**src/rtl/div_pkg.sv**
```systemverilog
// Shared types and sizing for the div_sched iterative signed divider.
package div_pkg;

    // Default operand width and the quantities derived from it
    localparam int DIV_WIDTH = 8;
    localparam int DIV_CNT_W = $clog2(DIV_WIDTH);
    localparam int DIV_Q_W   = DIV_WIDTH + 1;

    // Controller states of the shared long-division datapath
    typedef enum logic [1:0] {
        IDLE = 2'd0,
        RUN  = 2'd1,
        FIX  = 2'd2,
        DONE = 2'd3
    } state_t;

    // Identifies one of the two requesters
    typedef logic req_id_t;

endpackage

```
**src/rtl/div_sched_rr_arb2.sv**
```systemverilog
// Two-way round-robin arbiter: combinational grant plus the preference pointer.
module rr_arb2
    import div_pkg::*;
(
    input  logic       clk,
    input  logic       rst,
    input  logic [1:0] i_req,
    input  logic       i_advance,
    input  req_id_t    i_served,
    output logic [1:0] o_grant
);

    logic r_ptr;

    // Pointer names the requester that wins a tie; after a service it points away from the one served
    always_ff @(posedge clk or posedge rst) begin
        if (rst) begin
            r_ptr <= 1'b0;
        end else if (i_advance) begin
            r_ptr <= ~i_served;
        end
    end

    // Single requester always wins; on a tie the pointer decides
    always_comb begin
        o_grant = i_req;
        if (i_req == 2'b11) begin
            o_grant = r_ptr ? 2'b10 : 2'b01;
        end
    end

endmodule

```
**src/rtl/div_sched.sv**
```systemverilog
// div_sched: restoring signed divider (one quotient bit per clock) shared by two
// requesters through a round-robin front end, valid/ready on both sides.
// Optional feature macro: DIV_ZERO_DETECT_EN adds the dz output and a 1-clock
// divide-by-zero shortcut; without it a zero divisor runs the normal algorithm.
module div_sched
    import div_pkg::*;
#(
    parameter int WIDTH = DIV_WIDTH
) (
    input  logic             clk,
    input  logic             rst,
    input  logic [1:0]       req_valid,
    output logic [1:0]       req_ready,
    input  logic [WIDTH-1:0] a0,
    input  logic [WIDTH-1:0] b0,
    input  logic [WIDTH-1:0] a1,
    input  logic [WIDTH-1:0] b1,
    output logic             rsp_valid,
    input  logic             rsp_ready,
    output logic             rsp_id,
    output logic [WIDTH:0]   q,
    output logic [WIDTH-1:0] r,
`ifdef DIV_ZERO_DETECT_EN
    output logic             dz,
`endif
    output logic             busy
);

    localparam int CNT_W = $clog2(WIDTH);

    state_t           r_state;
    state_t           w_state_next;
    logic [1:0]       w_grant;
    logic             w_accept;
    logic             w_advance;
    req_id_t          w_sel;
    req_id_t          w_served;
    logic [WIDTH-1:0] w_a;
    logic [WIDTH-1:0] w_b;
    logic [WIDTH-1:0] w_abs_a;
    logic [WIDTH-1:0] w_abs_b;
    logic [WIDTH:0]   w_shift;
    logic [WIDTH-1:0] w_diff;
    logic             w_ge;

    req_id_t          r_id;
    logic [WIDTH-1:0] r_abs_a;
    logic [WIDTH-1:0] r_abs_b;
    logic             r_sa;
    logic             r_sb;
    logic [WIDTH-1:0] r_rem;
    logic [WIDTH:0]   r_quo;
    logic [CNT_W-1:0] r_idx;
`ifdef DIV_ZERO_DETECT_EN
    logic             w_b_zero;
    logic             r_dz;
`endif

    // During a division the pointer update names the stored id; the zero shortcut updates at acceptance
    assign w_served = (r_state == IDLE) ? w_sel : r_id;

    rr_arb2 u_arb (
        .clk       (clk),
        .rst       (rst),
        .i_req     (req_valid),
        .i_advance (w_advance),
        .i_served  (w_served),
        .o_grant   (w_grant)
    );

    assign w_sel   = w_grant[1];
    assign w_a     = w_sel ? a1 : a0;
    assign w_b     = w_sel ? b1 : b0;
    // Magnitudes are unsigned, so the most negative operand maps to its own bit pattern
    assign w_abs_a = w_a[WIDTH-1] ? -w_a : w_a;
    assign w_abs_b = w_b[WIDTH-1] ? -w_b : w_b;
`ifdef DIV_ZERO_DETECT_EN
    assign w_b_zero = (w_b == '0);
`endif

    // Shifted partial remainder can reach 2*|b|-1, so compare one bit wider;
    // the difference itself always fits in WIDTH bits when it is taken
    assign w_shift = {r_rem, r_abs_a[r_idx]};
    assign w_ge    = (w_shift >= {1'b0, r_abs_b});
    assign w_diff  = w_shift[WIDTH-1:0] - r_abs_b;

    // State register
    always_ff @(posedge clk or posedge rst) begin
        if (rst) begin
            r_state <= IDLE;
        end else begin
            r_state <= w_state_next;
        end
    end

    // Next-state, handshake outputs and pointer advance
    always_comb begin
        w_state_next = r_state;
        req_ready    = 2'b00;
        w_accept     = 1'b0;
        w_advance    = 1'b0;
        case (r_state)
            IDLE: begin
                req_ready = rst ? 2'b00 : w_grant;
                w_accept  = |w_grant;
                if (w_accept) begin
                    w_state_next = RUN;
`ifdef DIV_ZERO_DETECT_EN
                    if (w_b_zero) begin
                        w_state_next = DONE;
                        w_advance    = 1'b1;
                    end
`endif
                end
            end
            RUN: begin
                if (r_idx == '0) begin
                    w_state_next = FIX;
                end
            end
            FIX: begin
                w_state_next = DONE;
                w_advance    = 1'b1;
            end
            DONE: begin
                if (rsp_ready) begin
                    w_state_next = IDLE;
                end
            end
            default: w_state_next = IDLE;
        endcase
    end

    // Datapath: latch operands on acceptance, one restoring step per RUN clock, sign fix-up in FIX
    always_ff @(posedge clk or posedge rst) begin
        if (rst) begin
            r_id    <= 1'b0;
            r_abs_a <= '0;
            r_abs_b <= '0;
            r_sa    <= 1'b0;
            r_sb    <= 1'b0;
            r_rem   <= '0;
            r_quo   <= '0;
            r_idx   <= '0;
`ifdef DIV_ZERO_DETECT_EN
            r_dz    <= 1'b0;
`endif
        end else begin
            case (r_state)
                IDLE: begin
                    if (w_accept) begin
                        r_id    <= w_sel;
                        r_abs_a <= w_abs_a;
                        r_abs_b <= w_abs_b;
                        r_sa    <= w_a[WIDTH-1];
                        r_sb    <= w_b[WIDTH-1];
                        r_rem   <= '0;
                        r_quo   <= '0;
                        r_idx   <= CNT_W'(WIDTH - 1);
`ifdef DIV_ZERO_DETECT_EN
                        r_dz    <= w_b_zero;
                        if (w_b_zero) begin
                            r_rem <= w_a;
                        end
`endif
                    end
                end
                RUN: begin
                    r_rem        <= w_ge ? w_diff : w_shift[WIDTH-1:0];
                    r_quo[r_idx] <= w_ge;
                    r_idx        <= r_idx - CNT_W'(1);
                end
                FIX: begin
                    if (r_sa ^ r_sb) begin
                        r_quo <= -r_quo;
                    end
                    if ((r_rem != '0) && r_sa) begin
                        r_rem <= -r_rem;
                    end
                end
                default: begin
                end
            endcase
        end
    end

    assign q         = r_quo;
    assign r         = r_rem;
    assign rsp_id    = r_id;
    assign rsp_valid = (r_state == DONE);
    assign busy      = (r_state != IDLE);
`ifdef DIV_ZERO_DETECT_EN
    assign dz        = r_dz;
`endif

endmodule

```
**config.mk**
```make
export PLATFORM = sky130hd
export DESIGN_NAME = div_sched
export DESIGN_NICKNAME = d
export VERILOG_FILES = /design/src/rtl/div_pkg.sv /design/src/rtl/div_sched_rr_arb2.sv /design/src/rtl/div_sched.sv
export SDC_FILE = /design/constraint.sdc
export NUM_CORES = 1
export LEC_CHECK = 0
export CORE_MARGIN = 3
export CORE_UTILIZATION = 58
export CTS_BUF_LIST = sky130_fd_sc_hd__clkbuf_16
export DETAILED_ROUTE_END_ITERATION = 16
export GPL_ROUTABILITY_DRIVEN = 1
export PLACE_DENSITY = 0.9
export SYNTH_ARGS = -nofsm -noshare
export SYNTH_HDL_FRONTEND = slang
export SYNTH_SLANG_ARGS = --single-unit
```
**constraint.sdc**
```tcl
create_clock -name clk -period 6.1 [get_ports clk]
set_input_delay 1.22 -clock clk [delete_from_list [all_inputs] [get_ports clk]]
set_output_delay 1.22 -clock clk [all_outputs]
set_load 0.03 [all_outputs]
```
# Yosys cells after proc, flatten, opt, wreduce, memory -nomap -nowiden
# Index checks and enable logic that the tools add are counted.
[classes]
add_sub_neg = 6
bitwise = 2
reduce_logical = 14
n_mux = 29
eq_ne = 10
order_cmp = 4
[ops]
columns = ["cell", "n"]
rows = [
  ["two-way mux 8 bit", 7],
  ["one-hot mux 9 bit (3 select lines)", 1],
  ["negation 8 bit", 3],
  ["one-hot mux 8 bit (3 select lines)", 1],
  ["two-way mux 9 bit", 2],
  ["two-way mux 2 bit", 7],
  ["bitwise mux 9 bit", 1],
  [">= comparator 9 x 8 -> 1 bit", 1],
  ["negation 9 bit", 1],
  ["AND reduction 3 bit", 3],
  ["inequality test 2 bit (second input constant)", 4],
  ["one-hot mux 2 bit (4 select lines)", 1],
  ["nonzero test 8 bit", 1],
  ["subtractor 8 bit", 1],
  ["== test 2 bit (second input constant)", 3],
  ["one-hot mux 3 bit (2 select lines)", 1],
  ["less-than comparator 3 x 5 -> 1 bit (second input constant)", 1],
  ["two-way mux 1 bit", 5],
  ["less-than comparator 3 x 4 -> 1 bit (second input constant)", 1],
  ["inequality test 2 x 1 -> 1 bit (second input constant)", 2],
  ["AND reduction 2 bit", 2],
  ["nonzero test 2 bit", 2],
  ["binary-select mux 1 bit (select 3 bit)", 1],
  ["demux 1 bit (select 3 bit)", 1],
  ["other kinds (11)", 12],
]
[totals]
reg_bits = 42
output_inout_bits = 22

# Longest topological paths before layout
# Gate-level depths: netlist (run 1).
[depth]
word_depth = 6
ltp_mapped = 11
mapped_depth_nobuf = 10

# Cells and area by module
# A second synthesis (run 1) with hierarchy kept.
[hier_totals]
cells_unflattened = 368
hier_area_um2 = 3204.3
[modules_own_cells]
columns = ["module", "seq_area_each_um2", "area_each_um2", "cells_each", "instances"]
rows = [
  ["div_sched", 1026.0, 3148.0, 361, 1],
  ["rr_arb2", 25.0, 56.3, 7, 1],
]

# Least setup slack after synthesis (run 1)
# OpenSTA, ideal clock, no wires.
[synth_timing]
path_type = "input -> output"
startpoint = "input rst"
endpoint = "output req_ready[0]"
arrival_ns = 2.790
t_required_ns = 4.880
n_path_buf = 0
slack_ns = 2.090
path_stages = 3
path_cell_list = "inv_1 > nand3_1 > a21oi_1"
[synth_between]
elab_chain_cells = 2
[synth_lines]
columns = ["item", "line_no", "text"]
rows = [
  ["start, declared", "div_sched.sv:11", "input logic rst,"],
  ["two-way mux 2 bit", "div_sched.sv:104", "req_ready = rst ? 2'b00 : w_grant;"],
  ["two-way mux 2 bit", "div_sched.sv:102", "case (r_state)"],
  ["end, declared", "div_sched.sv:13", "output logic [1:0] req_ready,"],
]
# Every way passes these cells.

# Final worst setup path (run 1)
[layout_timing]
startpoint = "input req_valid[0]"
endpoint = "output req_ready[1]"
[layout_between]
elab_chain_cells = 4
[layout_lines]
columns = ["item", "line_no", "text"]
rows = [
  ["start, declared", "div_sched.sv:12", "input logic [1:0] req_valid,"],
  ["== test 2 bit", "div_sched_rr_arb2.sv:27", "if (i_req == 2'b11) begin"],
  ["two-way mux 2 bit", "div_sched_rr_arb2.sv:27", ""],
  ["two-way mux 2 bit", "div_sched.sv:104", ""],
  ["two-way mux 2 bit", "div_sched.sv:102", ""],
]
# Every way passes these cells.

==> results of run 1 <==
-- cell type report --
cell class,instances,share of cell area
inverters,24,0.02131
clock buffers,5,0.02960
multi-input cells,328,0.5364
well taps,72,0.02131
clock inverters,2,0.001776
repair buffers,60,0.1409
flip-flops and latches,42,0.2487
-- routing by layer --
layer,GRT usage,vias up,part of all wire
li1,-,1642,-
met1,0.3354,1648,0.44
met2,0.4584,161,0.49
met3,0.03949,25,0.053
met4,0.09503,0,0.024
met5,0,-,0
-- critical path, delay by kind of cell --
family	cells	cell delay [ns]
simple gates	3	0.75
buf+inv	2	1.23
-- synth_stat cells (all sizes together) (2+ instances only) --
| cell | number |
|---|---|
| dfrtp | 42 |
| nand2 | 41 |
| o21ai | 31 |
| nor2 | 28 |
| inv | 24 |
| a21oi | 21 |
| nor3 | 20 |
| mux2i | 19 |
| nand3 | 19 |
| ha | 18 |
| a211oi | 12 |
| clkbuf | 11 |
| mux2 | 9 |
| a21o | 7 |
| a221o | 7 |
| a211o | 6 |
| buf | 6 |
| nor4 | 6 |
| or3 | 6 |
| xnor2 | 6 |
| xor2 | 6 |
| a31oi | 5 |
| and2 | 5 |
| o31ai | 5 |
| nand2b | 4 |
| nand4 | 3 |
| o221ai | 3 |
| or4 | 3 |
| a2111oi | 2 |
| a21boi | 2 |
| a221oi | 2 |
| a32oi | 2 |
| and3 | 2 |
| mux4 | 2 |
| nor2b | 2 |
| nor3b | 2 |
| o211ai | 2 |
| o21bai | 2 |
| o22ai | 2 |
| o31a | 2 |
| o41ai | 2 |
-- sequential cells by signal, indices dropped and copies added, names as in the netlist --
name / cells
q: 9
r: 8
r_abs_a: 8
r_abs_b: 8
r_idx: 3
r_sa: 1
r_sb: 1
r_state: 2
rsp_id: 1
u_arb.r_ptr: 1
-- logic make-up after synthesis --
group           Yosys count
xor+xnor                 12
mux                      30
compound gates          121
flops                    42
simple gates            146
buf+inv                  41
fa+ha+maj                19
-- path summary, 6_finish.rpt --
check	to	slack [ns]	depth (start not counted)
min reg2reg	r_abs_b[1]	0.49	1
min	r_abs_b[1]	0.49	1
max in group asynchronous	r_abs_b[5]	4.30	3
max	req_ready[1]	1.69	5
max reg2reg	q[5]	2.98	8
min in group asynchronous	rsp_id	1.42	3
-- report_power, final --
part / leakage [uW] / total, uW / internal (uW) / switching, uW
Clock: 0.0000723 / 249 / 146 / 103
Sequential: 0.000535 / 495 / 379 / 116
Combinational: 0.00119 / 1370 / 555 / 811
-- per-stage QoR --
stage / std cells / setup WS (ns) / power [uW] / hold WS (ns) / util
finish: 533 / 1.688 / 2110 / 0.4860 / 0.7447
global route: 533 / 1.560 / 2274 / 0.5122 / 0.7447
CTS: 533 / 1.692 / 2089 / 0.4905 / 0.7447
detailed placement: 526 / 1.697 / 1824 / 0.4737 / 0.7213
global placement: 526 / 1.759 / 1766 / 0.4603 / 0.7213
floorplan: 411 / 2.090 / 1515 / 0.4380 / -
==> results.md, run 1 <==
* Register area at 0.001051 sq mm
* Area leader, netlist: dfrtp_1
* Largest family of logic cells by synthesized area: compound AO/OA/AOI/OAI gates
* Hold Fails Final Rpt at 0
* Nets at 517
* Post-synth ARST share at 1.000
* Syn Nets at 467
* Post-cts sizing count at 0
* Slew @ Worst Pin at 0.8845 ns
* Design area at 0.004227 sq mm
* Total power divided by cell area at 499.2 mW/mm^2
* Vias in the first global route at 3390
* Most used cell, CP: clkdlybuf4s50_1
* Root buffer cell: clkbuf_16
* Hold wc startpoint: r_abs_b[1]
* Ys Warns at 0
* Top FF cell, synth: dfrtp_1
* Fin crit period at 4.412 ns
* Routability Congestion at 0.9600
* Num Clock Sinks at 42
* Gr usage total at 0.2653
* Post-CTS Setup Repair Bufs at 0
* Detail-routed via count per cell at 6.522
* Layout cells sized above 1 at 0.07158
* Highest net fanout along the worst path at 13
* Crit. End Element: output pin
* Flops & latches, synth at 42
* Initial core utilization at 0.6179
* Yosys cell types at 72
* Clock transition at path regs at 0.05 ns
* IO Count at 59
* Fill cells at 462
* Adder-cell area share of the yosys netlist at 0.06993
* Synth area leaders: dfrtp_1 30%, ha_1 6.4%, mux2i_1 5.4%
* Status: finished clean
* RSZ-0062 raised after global routing: no
* CTS Buffer Depth at 2
* WL/cell at 16.84 um
* Maxcap violations at 0
* Synth-to-layout area growth at 20.51%
* FMAX at 0.2266 GHz
* DRT antenna net count at 0
* Hold crit path type: flop to flop
* Worst EP required at 4.88 ns
* Top cell type's share of synthesized area at 0.2997
* Most common cell after layout, fill and taps aside: clkdlybuf4s50_1
* Diode count at 0
* TritonCTS clock tree: yes
* 1st-iter DRT viols at 272
* Fin crit share at 0.7233
* First-pass GRT wire length at 15760 um
* GR Overflow Total at 0
* Mapped Area at 0.003507 sq mm
* Kind of critical path: primary input to output pin
* Final WL at 8976 um
* Compound-Gate Fraction of Synth Area at 0.2419
* Die width at 83.76 um
* Cell Rows at 27
* Mux cell area share after synthesis at 0.09597
* Inserted Clock Buffers at 5
* Routed vias at 3476
* Placed wire-length estimate at 6787 um
* Die ar. at 0.007016 sq mm
* Drt first pass iters at 5
* Xor-xnor portion of the synthesized cell area at 0.02997
* H-tree depth at 2
* Final max-slew violation count at 0
* Avg Cell Area, Syn at 8.533 sq um
* Synth Area in Simple Gates at 0.2087
* Fin Setup TNS at 0 ns
* Die Y at 83.76 um
* Largest net degree at the start of global routing at 44
* Clock Skew at 0.007846 ns
* Crit path from: req_valid[0]
* Max incr delay on CP at 0.70 ns
* Slew HR at 0.4093
* Post-synth EDFFs at 0
* Critical path startpoint category: primary input
* RR Startpoint: r_idx[1]
* WP data arrival at 3.19 ns
* Worst skew pair latency at 0.29 ns
* Register area share after synthesis at 0.2997
* Hold_buf cts at 0
* Initial antenna violation count at 0
* Post-DP Area at 0.004094 sq mm
* Finish-stage setup viols at 0
* DRC viols at 0
* Number of port buffers at 58
* Most frequent cells in the layout: 58 x clkdlybuf4s50_1, 42 x dfrtp_1, 41 x nand2_1, 26 x nor2_1
* Core area at 0.005675 sq mm
* Max rail drop VDD at 0.0003222 V
* Leak at 0.001797 uW
* Multi-input logic area at 0.002267 sq mm
* Post-synthesis cell count at 411
* Critical path cell sequence: clkdlybuf4s50_1 > nand2b_1 > nand2_1 > nor3_1 > clkdlybuf4s50_1
* Crit-path slowest cell: clkdlybuf4s50_1
Note: power is estimated with default switching activity, not from simulation.
==> inputs of run 2 (changes only) <==
CORE_UTILIZATION = 49   (was 58)
PLACE_DENSITY = 0.81   (was 0.9)
clock period = 3.88 ns   (was 6.1 ns; I/O delays follow)
==> results.md, run 2 (synthesized netlist as in run 1, its figures left out) <==
* Status: finished clean
* Design area at 0.004337 sq mm
* Leak at 0.001832 uW
* WP buf/inv at 2
* Placement Setup Slack at 0.7209 ns
* Slew HR at 0.4251
* # placed instances at 556
* Drt first pass iters at 5
* Core area at 0.006869 sq mm
* Die width at 90.60 um
* Post-cts sizing count at 0
* Inserted Clock Buffers at 5
* WP data arrival at 2.39 ns
* RSZ-0062 raised after global routing: no
* Reg2Reg Depth at 8
* Hold Crit Depth at 1
* Hold_buf cts at 0
* Met3 routed WL at 522 um
* Initial core utilization at 0.5106
* TritonCTS clock tree: yes
* Most common cell after layout, fill and taps aside: clkdlybuf4s50_1
* FMAX at 0.3160 GHz
* Critical path cell sequence: clkdlybuf4s50_1 > nand2b_1 > nand2_1 > nor3_1 > clkdlybuf4s50_1
* H-tree depth at 2
* Hold crit path type: flop to flop
* R2R Setup Slk at 0.79 ns
* Max rail drop VDD at 0.0002711 V
* Synth-to-layout area growth at 23.65%
* Layout cells sized above 1 at 0.09188
* Highest net fanout along the worst path at 7
* Kind of critical path: primary input to output pin
* Final WL at 9030 um
* Number of port buffers at 58
* Post-CTS Setup Repair Bufs at 0
* Crit. End Element: output pin
* DRT antenna net count at 0
* Maxcap violations at 0
* Max incr delay on CP at 0.69 ns
* Gr usage total at 0.2246
* Clock Skew at 0.003640 ns
* Top Metal Used: met4
* Die Y at 90.60 um
* Metal-1 WL at 3940 um
* Most used cell, CP: clkdlybuf4s50_1
* R2R Path End: r[3]
* Root buffer cell: clkbuf_16
* Finish-stage setup viols at 0
* Detail-routed via count per cell at 6.030
* Worst EP required at 3.10 ns
* Largest net degree at the start of global routing at 43
* Max FFs per register at 9
* Worst skew pair latency at 0.29 ns
* First-pass GRT wire length at 15510 um
* Hold wc startpoint: r_abs_b[1]
* Clock transition at path regs at 0.06 ns
* GR Overflow Total at 0
* WL/cell at 16.01 um
* DRC viols at 0
* Hold Fails Final Rpt at 0
* Fin Setup TNS at 0 ns
* Fin crit period at 3.165 ns
* Crit-path slowest cell: clkdlybuf4s50_1
* Top Family by Delay on Critical Path: buffers and inverters
* Critical path startpoint category: primary input
* Final core occ at 0.6313
* Met2 wire len at 4389 um
* Routability Congestion at 0.8965
* IO Count at 59
* Slew @ Worst Pin at 0.8623 ns
* Cell Rows at 30
* Diode count at 0
* Initial antenna violation count at 0
* Vias in the first global route at 3413
* CTS Buffer Depth at 2
* Most frequent cells in the layout: 57 x clkdlybuf4s50_1, 42 x dfrtp_1, 41 x nand2_1, 26 x nor2_1, 25 x o21ai_0
* 1st-iter DRT viols at 270
* Num Clock Sinks at 42
* Final max-slew violation count at 0
* Post-DP Area at 0.004167 sq mm
* Nets at 523
* Fin crit share at 0.8157
* Non-filler cells, final at 564
* Final Worst Setup Slack at 0.7150 ns
* Placed wire-length estimate at 6737 um
* Total power divided by cell area at 790.6 mW/mm^2
* Die ar. at 0.008208 sq mm
* RR Startpoint: r_idx[0]
* Routed vias at 3401
* Hold path endpoint: r_abs_b[1]
-- run 2: metal layers --
| metal | vias to the layer above | track usage |
|---|---|---|
| met5 | - | 0 |
| met3 | 17 | 0.03250 |
| met2 | 147 | 0.3873 |
| met1 | 1584 | 0.2796 |
| met4 | 0 | 0.09439 |
| li1 | 1653 | - |
-- run 2: where the power goes --
| group | switching [uW] | internal [uW] | total [uW] |
|---|---|---|---|
| combinational | 1280 | 892 | 2170 |
| sequential | 178 | 596 | 774 |
| clock | 178 | 303 | 482 |
| total | 1640 | 1790 | 3430 |
-- run 2: layout make-up --
type / instances / area [sq um]
multi-input cells: 328 / 2267
well taps: 96 / 120.1
inverters: 24 / 90.09
clock inverters: 3 / 45.04
fillers: 561 / 2532
repair buffers: 66 / 638.1
flip-flops and latches: 42 / 1051
clock buffers: 5 / 125.1
-- run 2: through the flow --
step / hold slack [ns] / power (uW)
final: 0.4783 / 3428
after global routing: 0.5130 / 3688
after CTS: 0.4798 / 3407
after detailed placement: 0.4659 / 2896
after global placement: 0.4589 / 2815
after floorplan: 0.4380 / 2383
-- run 2: how the worst max path moves through the flow --
stage | end | from | cells after the start | slack [ns]
2_1_floorplan | req_ready[0] | rst | 3 | 0.76
3_5_place_dp | req_ready[1] | req_valid[0] | 5 | 0.72
3_3_place_gp | req_ready[1] | req_valid[0] | 5 | 0.74
6_report | req_ready[1] | req_valid[0] | 5 | 0.71
4_1_cts | req_ready[1] | req_valid[0] | 5 | 0.72
5_1_grt | req_ready[1] | req_valid[0] | 5 | 0.64
-- run 2: worst reg2reg max path, stage by stage, from the launching register on --
cell and delay (ns):
dfrtp_1 0.53, mux4_2 0.55, mux2i_1 0.22, ha_1 0.17, nand2b_1 0.10, a31oi_1 0.10, o21ai_2 0.70, mux2i_1 0.19
a221o_2 0.41
==> inputs of run 3 (changes only) <==
clock period = 2.8 ns   (was 3.88 ns; I/O delays follow)
==> results.md, run 3 (synthesized netlist as in run 1, its figures left out) <==
* Status: finished clean
* Vias in the first global route at 3415
* Worst skew pair latency at 0.29 ns
* Number of port buffers at 58
* Initial core utilization at 0.5106
* GR Overflow Total at 0
* Cell Rows at 30
* Maxcap violations at 0
* Routability Congestion at 0.9147
* Num Clock Sinks at 42
* RSZ-0062 raised after global routing: no
* Crit. End Element: flop
* Design area at 0.004487 sq mm
* Comb pwr share at 0.682
* Max rail drop VDD at 0.0004054 V
* Most common cell after layout, fill and taps aside: clkdlybuf4s50_1
* Slew @ Worst Pin at 0.6617 ns
* Final max-slew violation count at 0
* Slew HR at 0.5579
* Final Worst Setup Slack at 0.1471 ns
* First-pass GRT wire length at 16370 um
* R2R Setup Slk at 0.15 ns
* Final WL at 9432 um
* Fin Setup TNS at 0 ns
* Leak at 0.001930 uW
* Sw Ratio at 0.4724
* Placement Setup Slack at -0.1673 ns
* Die Y at 90.60 um
* Max FFs per register at 9
* IO Count at 59
* Seq pwr share at 0.205
* Root buffer cell: clkbuf_16
* Inserted Clock Buffers at 5
* Hold_buf cts at 0
* Layout cells sized above 1 at 0.1294
* Total power divided by cell area at 1097 mW/mm^2
* Gr usage total at 0.2350
* CTS Buffer Depth at 2
* Clock Skew at 0.002194 ns
* Core area at 0.006869 sq mm
* Routed vias at 3574
* TritonCTS clock tree: yes
* WL/cell at 16.18 um
* Nets at 542
* Hold crit path type: flop to flop
* Diode count at 0
* Die width at 90.60 um
* H-tree depth at 2
* Initial antenna violation count at 0
* Fin crit period at 2.653 ns
* DRC viols at 0
* Detail-routed via count per cell at 6.130
* FMAX at 0.3769 GHz
* Finish-stage setup viols at 0
* Synth-to-layout area growth at 27.93%
* Placed wire-length estimate at 7149 um
* Worst EP required at 2.97 ns
* Kind of critical path: flop to flop
* Fin crit share at 0.9475
* WP data arrival at 2.82 ns
* Internal power at 2597 uW
* Post-DP Area at 0.004297 sq mm
* Psw at 2325 uW
* Largest net degree at the start of global routing at 43
* DRT antenna net count at 0
* Die ar. at 0.008208 sq mm
* Critical path startpoint category: flop
* 1st-iter DRT viols at 263
* Most frequent cells in the layout: 56 x clkdlybuf4s50_1, 42 x dfrtp_1, 41 x nand2_1, 28 x buf_4, 26 x nor2_1
* Highest net fanout along the worst path at 11
* Drt first pass iters at 5
* Hold Fails Final Rpt at 0
* Power share of the clock group at 0.113
* Clock transition at path regs at 0.06 ns
## run 3: changes by cell type in the layout (fill, tap and decap cells not counted), moves of 2 or more
cell,before,now
buf_4,9,28
mux2_2,8,6
clkinvlp_4,2,0
mux2_4,0,2
## run 3: what timing repair did
action / in CTS / in global routing
pin swaps: 0 / 3
hold endpoints to repair: 0 / 0
setup buffers: 0 / 3
gates resized for setup: 2 / 4
setup endpoints to repair: 6 / 8
## run 3: power groups by stage
stage	logic, uW	registers (uW)	clock network [uW]
5_1_grt	3680	1040	598
3_3_place_gp	3090	995	0
4_1_cts	3240	1000	565
6_report	3360	1010	556
3_5_place_dp	3180	1010	0
2_1_floorplan	2200	1100	0
## run 3: path summary, 6_finish.rpt
check | startpoint | to | cells after the start
worst max-delay path | r_idx[0] | q[4] | 8
worst min-delay path | r_abs_b[3] | r_abs_b[3] | 2
worst max register to register | r_idx[0] | q[4] | 8
worst min register to register | r_abs_b[3] | r_abs_b[3] | 2
min in group asynchronous | rst | rsp_id | 3
max in group asynchronous | rst | r_abs_b[7] | 3
## run 3: layout make-up
| type | count | area (sq um) |
|---|---|---|
| fillers | 588 | 2382 |
| clock inverters | 3 | 12.51 |
| repair buffers | 85 | 790.8 |
| inverters | 24 | 90.09 |
| multi-input cells | 328 | 2297 |
| clock buffers | 5 | 125.1 |
| flip-flops and latches | 42 | 1051 |
| well taps | 96 | 120.1 |
## run 3: stage by stage
stage | power (uW) | std cells | utilization | hold WS (ns)
6_report | 4921 | 583 | 0.6532 | 0.4878
5_1_grt | 5317 | 583 | 0.6532 | 0.5028
4_1_cts | 4808 | 580 | 0.6475 | 0.4884
3_5_place_dp | 4196 | 572 | 0.6255 | 0.4709
3_3_place_gp | 4088 | 572 | 0.6255 | 0.4586
2_1_floorplan | 3302 | 411 | - | 0.4380
## run 3: layer usage
metal  routed length, um  vias to the layer above  global-route usage
met1                4015                     1697              0.3067
met3                 629                       27             0.03583
li1                    -                     1694                   -
met2                4579                      156              0.3984
met4                 208                        0             0.07526
met5                   0                        -                   0
## run 3: critical path: stages, from the launching register on
cell      delay (ns)
dfrtp_1         0.38
mux4_2          0.52
mux2i_2         0.20
ha_1            0.27
nand2b_1        0.18
a31oi_2         0.19
o21ai_4         0.14
mux2_2          0.30
a221o_1         0.34
